File: src/rtl/seg_pkg.sv
// Shared seven-segment definitions: digit count, hex glyph table,
// blanking constant, scan FSM states and the leading-zero mask helper.
package seg_pkg;

    localparam int N_DIGITS = 8;

    localparam logic [7:0] SEG_OFF = 8'hFF;

    // Active-low {g,f,e,d,c,b,a}, index = nibble value
    localparam logic [15:0][6:0] HEX_SEG = {
        7'h0E, 7'h06, 7'h21, 7'h46,
        7'h03, 7'h08, 7'h10, 7'h00,
        7'h78, 7'h02, 7'h12, 7'h19,
        7'h30, 7'h24, 7'h79, 7'h40
    };

    typedef enum logic {
        ST_GUARD = 1'b0,
        ST_DWELL = 1'b1
    } seg_state_e;

    typedef struct packed {
        logic [31:0] digits;
        logic [7:0]  dp;
        logic [7:0]  blank;
    } seg_frame_t;

    // Bit k set when digit k and every higher digit hold zero
    // and digit k is not already blanked; digit 0 never set.
    function automatic logic [7:0] lz_mask_f(
        input logic [31:0] digits,
        input logic [7:0]  blank
    );
        logic [7:0] m;
        logic       run;
        m   = '0;
        run = 1'b1;
        for (int k = N_DIGITS - 1; k >= 1; k--) begin
            run  = run & (digits[4*k +: 4] == 4'h0);
            m[k] = run & ~blank[k];
        end
        return m;
    endfunction

endpackage

File: src/rtl/seg_scan_ctrl_if.sv
// Producer/display bundle: digit load handshake in, scan pins out.
// master = producer side, slave = scan controller.
interface seg_scan_ctrl_if;

    logic [31:0] digits;
    logic [7:0]  dp_mask;
    logic [7:0]  blank_mask;
    logic        load_req;
    logic        load_ack;
    logic [7:0]  dig_sel;
    logic [7:0]  seg_out;
    logic        frame_done;

    modport master (
        output digits, dp_mask, blank_mask, load_req,
        input  load_ack, dig_sel, seg_out, frame_done
    );

    modport slave (
        input  digits, dp_mask, blank_mask, load_req,
        output load_ack, dig_sel, seg_out, frame_done
    );

endinterface

File: src/rtl/seg_hex_decode.sv
// Combinational hex nibble to active-low {dp,g..a} pattern.
// Ports: nibble, dp (1 = lit), blank (1 = all dark), seg.
module seg_hex_decode
    import seg_pkg::*;
(
    input  logic [3:0] nibble,
    input  logic       dp,
    input  logic       blank,
    output logic [7:0] seg
);

    always_comb begin
        seg = blank ? SEG_OFF : {~dp, HEX_SEG[nibble]};
    end

endmodule

File: src/rtl/seg_scan_ctrl.sv
// 8-digit seven-segment scan controller with frame-aligned shadow load.
// Ports: clk, rst_n (sync, active-high), bus (seg_scan_ctrl_if.slave).
// SEG_SCAN_LZ_SUPPRESS_EN: enables leading-zero suppression.
module seg_scan_ctrl
    import seg_pkg::*;
#(
    parameter int DWELL_CYC = 50000,
    parameter int GUARD_CYC = 500
) (
    input  logic           clk,
    input  logic           rst_n,
    seg_scan_ctrl_if.slave bus
);

    localparam int MAX_CYC =
        (DWELL_CYC > GUARD_CYC) ? DWELL_CYC : GUARD_CYC;
    localparam int CW =
        (MAX_CYC > 1) ? $clog2(MAX_CYC) : 1;
    localparam logic [CW-1:0] GUARD_LAST = CW'(GUARD_CYC - 1);
    localparam logic [CW-1:0] DWELL_LAST = CW'(DWELL_CYC - 1);

    seg_state_e    state, state_n;
    logic [2:0]    idx, idx_n;
    logic [CW-1:0] cnt, cnt_n;
    seg_frame_t    shadow;

    logic          frame_end;
    logic          pre_end;
    logic [3:0]    nib_n;
    logic          dp_n;
    logic          blank_n;
    logic [7:0]    dec_n;
    logic [7:0]    seg_n;
    logic [7:0]    dig_n;

    logic [7:0]    dig_q;
    logic [7:0]    seg_q;
    logic          ack_q;
    logic          done_q;

`ifdef SEG_SCAN_LZ_SUPPRESS_EN
    logic [7:0]    lz_mask;
`endif

    always_comb begin
        state_n = state;
        idx_n   = idx;
        cnt_n   = cnt + CW'(1);
        unique case (state)
            ST_GUARD: begin
                if (cnt == GUARD_LAST) begin
                    state_n = ST_DWELL;
                    cnt_n   = '0;
                end
            end
            ST_DWELL: begin
                if (cnt == DWELL_LAST) begin
                    state_n = ST_GUARD;
                    cnt_n   = '0;
                    idx_n   = idx + 3'd1;
                end
            end
        endcase
    end

    // Frame boundary: the edge that leaves digit 7's dwell.
    assign frame_end = (state == ST_DWELL)
                     && (cnt == DWELL_LAST)
                     && (idx == 3'd7);

    // Next cycle is the last dwell cycle of digit 7: the registered
    // frame_done/load_ack are high in exactly that cycle.
    assign pre_end = (state_n == ST_DWELL)
                   && (cnt_n == DWELL_LAST)
                   && (idx_n == 3'd7);

    assign nib_n   = shadow.digits[{idx_n, 2'b00} +: 4];
    assign dp_n    = shadow.dp[idx_n];
    assign blank_n = shadow.blank[idx_n];

    seg_hex_decode u_dec (
        .nibble (nib_n),
        .dp     (dp_n),
        .blank  (blank_n),
        .seg    (dec_n)
    );

    always_comb begin
        seg_n = SEG_OFF;
        dig_n = SEG_OFF;
        if (state_n == ST_DWELL) begin
            dig_n = ~(8'd1 << idx_n);
`ifdef SEG_SCAN_LZ_SUPPRESS_EN
            // Suppressed zero keeps only its decimal point
            seg_n = lz_mask[idx_n] ? {~dp_n, 7'h7F} : dec_n;
`else
            seg_n = dec_n;
`endif
        end
    end

    always_ff @(posedge clk) begin
        if (rst_n) begin
            state  <= ST_GUARD;
            idx    <= '0;
            cnt    <= '0;
            shadow <= '0;
            dig_q  <= SEG_OFF;
            seg_q  <= SEG_OFF;
            ack_q  <= 1'b0;
            done_q <= 1'b0;
        end else begin
            state  <= state_n;
            idx    <= idx_n;
            cnt    <= cnt_n;
            dig_q  <= dig_n;
            seg_q  <= seg_n;
            done_q <= pre_end;
            ack_q  <= pre_end & bus.load_req;
            // Producer holds data until it sees the ack, so the
            // capture lands on the boundary edge itself.
            if (frame_end && ack_q) begin
                shadow <= {bus.digits, bus.dp_mask, bus.blank_mask};
            end
        end
    end

`ifdef SEG_SCAN_LZ_SUPPRESS_EN
    always_ff @(posedge clk) begin
        if (rst_n) begin
            lz_mask <= '0;
        end else if (frame_end && ack_q) begin
            lz_mask <= lz_mask_f(bus.digits, bus.blank_mask);
        end
    end
`endif

    assign bus.dig_sel    = dig_q;
    assign bus.seg_out    = seg_q;
    assign bus.load_ack   = ack_q;
    assign bus.frame_done = done_q;

endmodule

File: src/flat_wrapper.sv
// flat-port wrapper written by rule: the top's interface ports become plain ports
module seg_scan_ctrl_flat import seg_pkg::*;
#(
    parameter int DWELL_CYC = 50000,
    parameter int GUARD_CYC = 500
)
  (clk, rst_n, bus_digits, bus_dp_mask, bus_blank_mask, bus_load_req, bus_load_ack, bus_dig_sel, bus_seg_out, bus_frame_done);
  seg_scan_ctrl_if bus_i ();
  input  logic clk;
  input  logic rst_n;
  input wire logic [$bits(bus_i.digits)-1:0] bus_digits;
  input wire logic [$bits(bus_i.dp_mask)-1:0] bus_dp_mask;
  input wire logic [$bits(bus_i.blank_mask)-1:0] bus_blank_mask;
  input wire logic [$bits(bus_i.load_req)-1:0] bus_load_req;
  output wire logic [$bits(bus_i.load_ack)-1:0] bus_load_ack;
  output wire logic [$bits(bus_i.dig_sel)-1:0] bus_dig_sel;
  output wire logic [$bits(bus_i.seg_out)-1:0] bus_seg_out;
  output wire logic [$bits(bus_i.frame_done)-1:0] bus_frame_done;
  assign bus_i.digits = bus_digits;
  assign bus_i.dp_mask = bus_dp_mask;
  assign bus_i.blank_mask = bus_blank_mask;
  assign bus_i.load_req = bus_load_req;
  assign bus_load_ack = bus_i.load_ack;
  assign bus_dig_sel = bus_i.dig_sel;
  assign bus_seg_out = bus_i.seg_out;
  assign bus_frame_done = bus_i.frame_done;
  seg_scan_ctrl #(.DWELL_CYC(DWELL_CYC), .GUARD_CYC(GUARD_CYC)) u_core (.clk(clk), .rst_n(rst_n), .bus(bus_i));
endmodule
File: config.mk
export PLATFORM = sky130hd
export DESIGN_NAME = seg_scan_ctrl_flat
export DESIGN_NICKNAME = d
export VERILOG_FILES = /design/src/rtl/seg_pkg.sv /design/src/rtl/seg_scan_ctrl_if.sv /design/src/rtl/seg_hex_decode.sv /design/src/rtl/seg_scan_ctrl.sv /design/src/flat_wrapper.sv
export SDC_FILE = /design/constraint.sdc
export NUM_CORES = 1
export LEC_CHECK = 0
export CAP_MARGIN = 20
export CORE_ASPECT_RATIO = 0.9
export CORE_MARGIN = 5
export CORE_UTILIZATION = 55
export DETAILED_ROUTE_END_ITERATION = 16
export PLACE_DENSITY = 0.82
export SYNTH_ARGS = -nofsm -noshare
export SYNTH_HDL_FRONTEND = slang
export SYNTH_SLANG_ARGS = --single-unit
File: constraint.sdc
create_clock -name clk -period 6.2 [get_ports clk]
set_clock_uncertainty 0.15 [all_clocks]
set_input_delay 0.93 -clock clk [delete_from_list [all_inputs] [get_ports clk]]
set_output_delay 0.93 -clock clk [all_outputs]
set_load 0.005 [all_outputs]
==> impl_results.md, run 1 <==
- Status: finished clean
- R2r startpoint: u_core.cnt[10]$_SDFF_PP0_
- Final hold violation count: 0
- Mean Syn Cell Area: 8.04 um2
- FFs w/ async S/R, synth: 0
- Chip Height: 91.0 um
- #FFs+latches synth: 86
- Final non-filler cell total: 645
- IO Pins: 69
- Crit path kind: register to register
- First-pass GRT wire length: 17300 um
- Rel. slew slack: 0.347
- Final WL: 10500 um
- Slew at the pin closest to its max-slew limit: 980 ps
- CTS tree: yes
- Wire per inst: 16.3 um
- Area Overhead vs Synth: 21.4%
- Port buffer count: 68
- Crit Path Max Fanout: 9
- Max Cap Viol: 0
- CTS Buf Count: 9
- Hold Path Class: register to register
- Die area: 9110 um2
- Fin crit period: 4020 ps
- Layout cells sized above 1: 0.0652
- Compound-gate portion of the synthesized area: 0.178
- Hold_buf cts: 0
- Critical Path Max Stage Delay: 580 ps
- Register area share after synthesis: 0.429
- Slew Limit Fails: 0
- Core area: 7080 um2
- Count of cell types in the netlist: 57
- Largest family of logic cells by synthesized area: simple AND/OR/NAND/NOR gates
- Crit path from: u_core.cnt[10]$_SDFF_PP0_
- Reg clk slew, reported paths: 80 ps
- Vias/cell: 5.87
- Root buffer cell: clkbuf_8
- Antenna Nets Post-Route: 0
- Synth Area in Simple Gates: 0.247
- Reg2reg end: u_core.bus.seg_out[3]$_SDFF_PP1_
- CP max stage cell: or4_4
- CTS Buffer Depth: 2
- Tot GR Track Use: 0.235
- # resized after CTS: 0
- Diode count: 0
- Site Rows: 29
- Largest net degree at the start of global routing: 54
- Drt pass-1 iters: 6
- Worst-Skew Late Latency: 360 ps
- Number of global-route vias before repair: 3528
- Critical Path, Cell by Cell: or4_4 > or3_1 > nor4_2 > nor2_1 > o22ai_1 > nor3_1 > nor2_1 > inv_1 > ha_1 > mux2i_1 > mux2_2 > o21ai_2
- CP Data Arrival Time: 4110 ps
- R2R Setup Slk: 2180 ps
- Placed Instances: 629
- Final TNS setup: 0 ps
- Post-route cell area: 4870 um2
- R2R cell count: 12
- Initial drt markers: 426
- Gpl congestion: 1.03
- Cell mode on critical path: nor2_1
- Global route total overflow: 0
- Xor/xnor share of the synthesized area: 0.0371
- # clock sinks: 86
- Placement Cell Area: 4670 um2
- Hold_sp: u_core.shadow[4]$_SDFFE_PP0P_
- Hold depth: 2
- Mapped Cells: 499
- Final period utilization: 0.648
- Max Freq: 249 MHz
- Yosys warns: 0
- Hpwl dp: 7630 um
- Worst vdd ir: 0.000129 V
- Setup repair bufs after CTS: 0
- CP Capture Type: register
- Hold path endpoint: u_core.shadow[4]$_SDFFE_PP0P_
- # setup viols final: 0
- Post-Syn Nets: 557
- Worst Hold Slack: 310 ps
- Synth Area in Adders: 0.0218
- Net count, final: 605
- Leak: 1.61 nW
- Worst Path Required: 6290 ps
- EDFF count, synth: 0
- RSZ-0062 raised after global routing: no
- CTS HTree Levels: 3
- Vias: 3788
- Top_reg_cell synth: dfxtp_1
- Initial antenna violation count: 0
- Mux cell area share after synthesis: 0.0402
- Power density over the cells: 203 nW/um2
- Setup crit start kind: register
- Die X: 100 um
- Drc violations: 0
- Mapped cell area: 4010 um2
- Initial cell density of the core: 0.567
-- layer usage --
| layer | GRT usage | share of wire | vias up |
|---|---|---|---|
| met3 | 0.0651 | 0.094 | 42 |
| met2 | 0.357 | 0.45 | 183 |
| met1 | 0.313 | 0.42 | 1736 |
| li1 | - | - | 1827 |
| met5 | 0 | 0 | - |
| met4 | 0.101 | 0.035 | 0 |
-- worst max-delay path by stage --
stage / end / slack, ps / depth (start not counted)
6_report: u_core.bus.seg_out[3]$_SDFF_PP1_ / 2180 / 12
5_1_grt: u_core.bus.seg_out[5]$_SDFF_PP1_ / 1960 / 12
4_1_cts: u_core.bus.seg_out[3]$_SDFF_PP1_ / 2260 / 12
3_5_place_dp: u_core.bus.seg_out[3]$_SDFF_PP1_ / 2290 / 12
3_3_place_gp: u_core.bus.seg_out[6]$_SDFF_PP1_ / 2500 / 12
2_1_floorplan: u_core.bus.seg_out[6]$_SDFF_PP1_ / 2850 / 14
-- worst max-delay path, delay by kind of cell, from the launching register on --
| kind | cells | cell delay [ps] |
|---|---|---|
| adders and majority gates | 1 | 330 |
| AOI/OAI and AO/OA | 2 | 300 |
| muxes | 2 | 340 |
| and+or+nand+nor | 6 | 2290 |
| buffers and inverters | 1 | 110 |
| DFF | 1 | 380 |
-- area by class of cell --
type | instances | area, um2
clock buffers | 11 | 141
clock inverters | 5 | 58.8
repair buffers | 70 | 691
multi-input cells | 369 | 2100
flip-flops and latches | 86 | 1720
fillers | 592 | 2200
inverters | 11 | 41.3
well taps | 93 | 116
-- synthesized netlist by cell type (4+ instances only) --
cell type | number | share of area
o21ai_0 | 21 | 0.026
inv_1 | 11 | 0.010
or3_1 | 5 | 0.0078
a21oi_1 | 53 | 0.066
xor2_1 | 9 | 0.020
mux2i_1 | 6 | 0.015
o22ai_1 | 7 | 0.011
nor3_1 | 10 | 0.012
mux2_2 | 5 | 0.014
nand2_1 | 113 | 0.11
nor2_1 | 40 | 0.037
nor4_1 | 4 | 0.0062
xnor2_1 | 8 | 0.017
clkbuf_1 | 26 | 0.024
o21ai_1 | 5 | 0.0062
dfxtp_1 | 86 | 0.43
nand3_1 | 14 | 0.017
nand4_1 | 7 | 0.011
a211oi_1 | 5 | 0.0094
ha_1 | 7 | 0.022
-- report_power, final --
group          total (W)  switching [W]  internal (W)
clock network   0.000391       0.000194      0.000197
registers       0.000555     0.00000154      0.000553
logic          0.0000427      0.0000134     0.0000293
-- cells in the final DEF (no fill, tap or decap), types with 2 or more instances in the layout --
cell,Yosys,layout
nand2_1,113,113
dfxtp_1,86,86
clkdlybuf4s50_1,0,67
a21oi_1,53,53
nor2_1,40,40
o21ai_0,21,21
nand3_1,14,14
inv_1,11,11
nor3_1,10,10
clkbuf_8,0,10
xor2_1,9,9
xnor2_1,8,8
o22ai_1,7,7
nand4_1,7,7
ha_1,7,7
mux2i_1,6,6
or3_1,5,5
a211oi_1,5,5
mux2_2,5,5
o21ai_1,5,5
nor4_1,4,4
nor3b_1,3,3
o21bai_1,3,3
a211o_1,3,3
a31oi_1,3,3
nor4_2,2,2
and3_1,2,2
mux4_2,2,2
a311oi_1,2,2
a221o_1,2,2
nand2b_1,2,2
o2bb2ai_1,2,2
nor4b_1,2,2
clkinvlp_4,0,2
buf_4,0,2
-- flip-flops by register name, indices dropped and copies added (netlist names) --
name and flops:
u_core.cnt 16, u_core.bus.seg_out 8, u_core.bus.frame_done 1, u_core.shadow 48, u_core.state 1, u_core.bus.load_ack 1
u_core.bus.dig_sel 8, u_core.idx 3
-- metrics by stage --
step / total power [W] / utilization / setup slack (ps)
global route: 0.00102 / 0.689 / 1960
floorplan: 0.000577 / - / 2850
finish: 0.000989 / 0.689 / 2180
detailed placement: 0.000611 / 0.660 / 2290
global placement: 0.000610 / 0.660 / 2500
CTS: 0.000994 / 0.689 / 2260
-- logic make-up (layout without fill, tap and decap cells) --
logic type,Yosys count,in the layout
muxes,13,13
AOI/OAI and AO/OA,117,117
xor gates and xnor gates,17,17
buffers and inverters,44,97
and+or+nand+nor,215,215
DFF,86,86
adders and majority gates,7,7
Power figures use the tool's default switching activity.
==> inputs of run 2 (changes only) <==
CORE_UTILIZATION = 53   (was 55)
PLACE_DENSITY = 0.8   (was 0.82)
clock period = 4.16 ns   (was 6.2 ns; I/O delays follow)
==> run 2 against run 1 <==
Via count fell by 0.45%; clock-buffer cell count fell by 1; register-to-register slack got worse by 1700 ps; wire length fell by 2.0%; non-clock buffer count rose by 6; clock power rose by 51%; setup slack got worse by 1700 ps; utilization fell by 2.8 points; critical path type unchanged; largest cell class unchanged.
==> impl_results.md, run 2 (synthesized netlist as in run 1, its figures left out) <==
- Most flops, register: u_core.shadow
- Largest registers: u_core.shadow (48), u_core.cnt (16)
- Setup crit start kind: register
- Final period utilization: 0.891
- Worst-Skew Late Latency: 370 ps
- Final hold violation count: 0
- Slew Limit Fails: 0
- # setup viols final: 0
- Wire per inst: 15.8 um
- Slew at the pin closest to its max-slew limit: 964 ps
- CTS Buffer Depth: 2
- Int Pwr: 0.00115 W
- CTS tree: yes
- Tot GR Track Use: 0.229
- Drc violations: 0
- R2R Setup Slk: 450 ps
- Max FFs per register: 48
- Hold path endpoint: u_core.shadow[11]$_SDFFE_PP0P_
- Final TNS setup: 0 ps
- Commonest non-fill, non-tap cell in the layout: nand2_1
- Global route hottest layer: met2
- Worst Path Required: 4270 ps
- Critical Path Max Stage Delay: 580 ps
- Reg clk slew, reported paths: 100 ps
- R2r startpoint: u_core.cnt[10]$_SDFF_PP0_
- Gpl congestion: 0.904
- Status: finished clean
- Switching Share: 0.223
- FILL cells: 633
- Area Overhead vs Synth: 22.9%
- Sw power: 0.000331 W
- Hold_sp: u_core.shadow[11]$_SDFFE_PP0P_
- Critical Path, Cell by Cell: or4_4 > or3_1 > o21ai_0 > a21boi_2 > nand4b_1 > o22ai_1 > nor2_1 > inv_1 > ha_1 > mux2i_1 > a221o_1
- Rel. slew slack: 0.354
- RSZ-0062 raised after global routing: no
- Leak: 1.64 nW
- Number of global-route vias before repair: 3666
- Core area: 7470 um2
- IO Pins: 69
- Chip Height: 92.5 um
- Die area: 9410 um2
- Port buffer count: 68
- Vias/cell: 5.77
- First-pass GRT wire length: 17100 um
- Largest net degree at the start of global routing: 54
- Crit path kind: register to register
- Reg2reg end: u_core.bus.seg_out[1]$_SDFF_PP1_
- Fin util: 0.660
- Power density over the cells: 300 nW/um2
- Fin crit period: 3710 ps
- Net count, final: 611
- CP Data Arrival Time: 3820 ps
- Hold_buf cts: 0
- Initial cell density of the core: 0.537
- CTS Buf Count: 9
- Antenna Nets Post-Route: 0
- # resized after CTS: 0
- CP Capture Type: register
- Max Freq: 270 MHz
- Grt met2 use: 0.376
- Setup repair bufs after CTS: 0
- Buf+Inv Stages, Crit Path: 1
- Initial drt markers: 240
- Final WL: 10300 um
- Met3 usage: 0.0527
- Layout cells sized above 1: 0.0753
- Site Rows: 30
- Crit Path Max Fanout: 9
- GR Util met1: 0.292
- Hold depth: 2
- Root buffer cell: clkbuf_8
- Crit path max-delay family: simple AND/OR/NAND/NOR gates
- # clock sinks: 86
- Diode count: 0
- CP max stage cell: or4_4
- Commonest cells after routing, fill and taps aside: nand2_1, dfxtp_1, clkdlybuf4s50_1
- Vias: 3771
- Hpwl dp: 7620 um
- R2R cell count: 11
- Hold Path Class: register to register
- Global route total overflow: 0
- CTS HTree Levels: 3
- Initial antenna violation count: 0
- Worst vdd ir: 0.000205 V
- Drt pass-1 iters: 6
- Sequential power share: 0.558
- Max Cap Viol: 0
- Die X: 102 um
- Post-route total power: 0.00148 W
- Clock Power Share: 0.399
- Comb pwr share: 0.043
-- run 2: changes by cell type in the layout (fill, tap and decap cells not counted), sizes merged --
| cell | before | now |
|---|---|---|
| buf | 3 | 9 |
| clkbuf | 11 | 10 |
| inv | 11 | 12 |
-- run 2: cell type report --
type	count	area (um2)	area share
flip-flops and latches	86	1720	0.349
inverters	11	41.3	0.00837
multi-input cells	369	2100	0.426
clock inverters	6	71.3	0.0145
repair buffers	76	748	0.152
clock buffers	10	128	0.0259
well taps	96	120	0.0244
-- run 2: power groups by stage --
stage / logic (W) / clock network, W / registers [W]
after global placement: 0.0000624 / 0 / 0.000846
after CTS: 0.0000634 / 0.000598 / 0.000827
after global routing: 0.0000679 / 0.000637 / 0.000827
after floorplan: 0.0000145 / 0 / 0.000846
after detailed placement: 0.0000631 / 0 / 0.000846
final: 0.0000631 / 0.000591 / 0.000827
-- run 2: per-stage QoR --
step | instances | hold WS (ps) | area (um2) | setup slack, ps
6_report | 654 | 309 | 4930 | 452
2_1_floorplan | 499 | 277 | 4010 | 806
5_1_grt | 654 | 330 | 4930 | 156
3_3_place_gp | 638 | 292 | 4730 | 631
3_5_place_dp | 638 | 300 | 4730 | 490
4_1_cts | 654 | 310 | 4930 | 470
-- run 2: worst min-delay path: cells and delay by family (launching register included) --
| family | cells | cell delay [ps] |
|---|---|---|
| and+or+nand+nor | 1 | 50 |
| AOI/OAI and AO/OA | 1 | 50 |
| DFF | 1 | 320 |
-- run 2: how the worst max path moves through the flow --
| stage | start | endpoint | slack (ps) | cells past startpoint |
|---|---|---|---|---|
| final | u_core.cnt[10]$_SDFF_PP0_ | u_core.bus.seg_out[1]$_SDFF_PP1_ | 450 | 11 |
| after global routing | u_core.cnt[10]$_SDFF_PP0_ | u_core.bus.seg_out[1]$_SDFF_PP1_ | 160 | 11 |
| after CTS | u_core.cnt[10]$_SDFF_PP0_ | u_core.bus.seg_out[1]$_SDFF_PP1_ | 470 | 11 |
| after detailed placement | u_core.cnt[10]$_SDFF_PP0_ | u_core.bus.seg_out[1]$_SDFF_PP1_ | 490 | 11 |
| after global placement | u_core.cnt[10]$_SDFF_PP0_ | u_core.bus.seg_out[1]$_SDFF_PP1_ | 630 | 11 |
| after floorplan | u_core.cnt[10]$_SDFF_PP0_ | u_core.bus.seg_out[6]$_SDFF_PP1_ | 810 | 14 |
-- run 2: per-layer routing --
layer  vias up  part of all wire
met4         0             0.022
met2       141              0.49
li1       1828                 -
met5         -                 0
met1      1776              0.43
met3        26             0.061
==> inputs of run 3 (changes only) <==
SLEW_MARGIN = 10   (was unset)
==> results of run 3 <==
No change in the layout: final DEF, timing and power equal those of run 2.
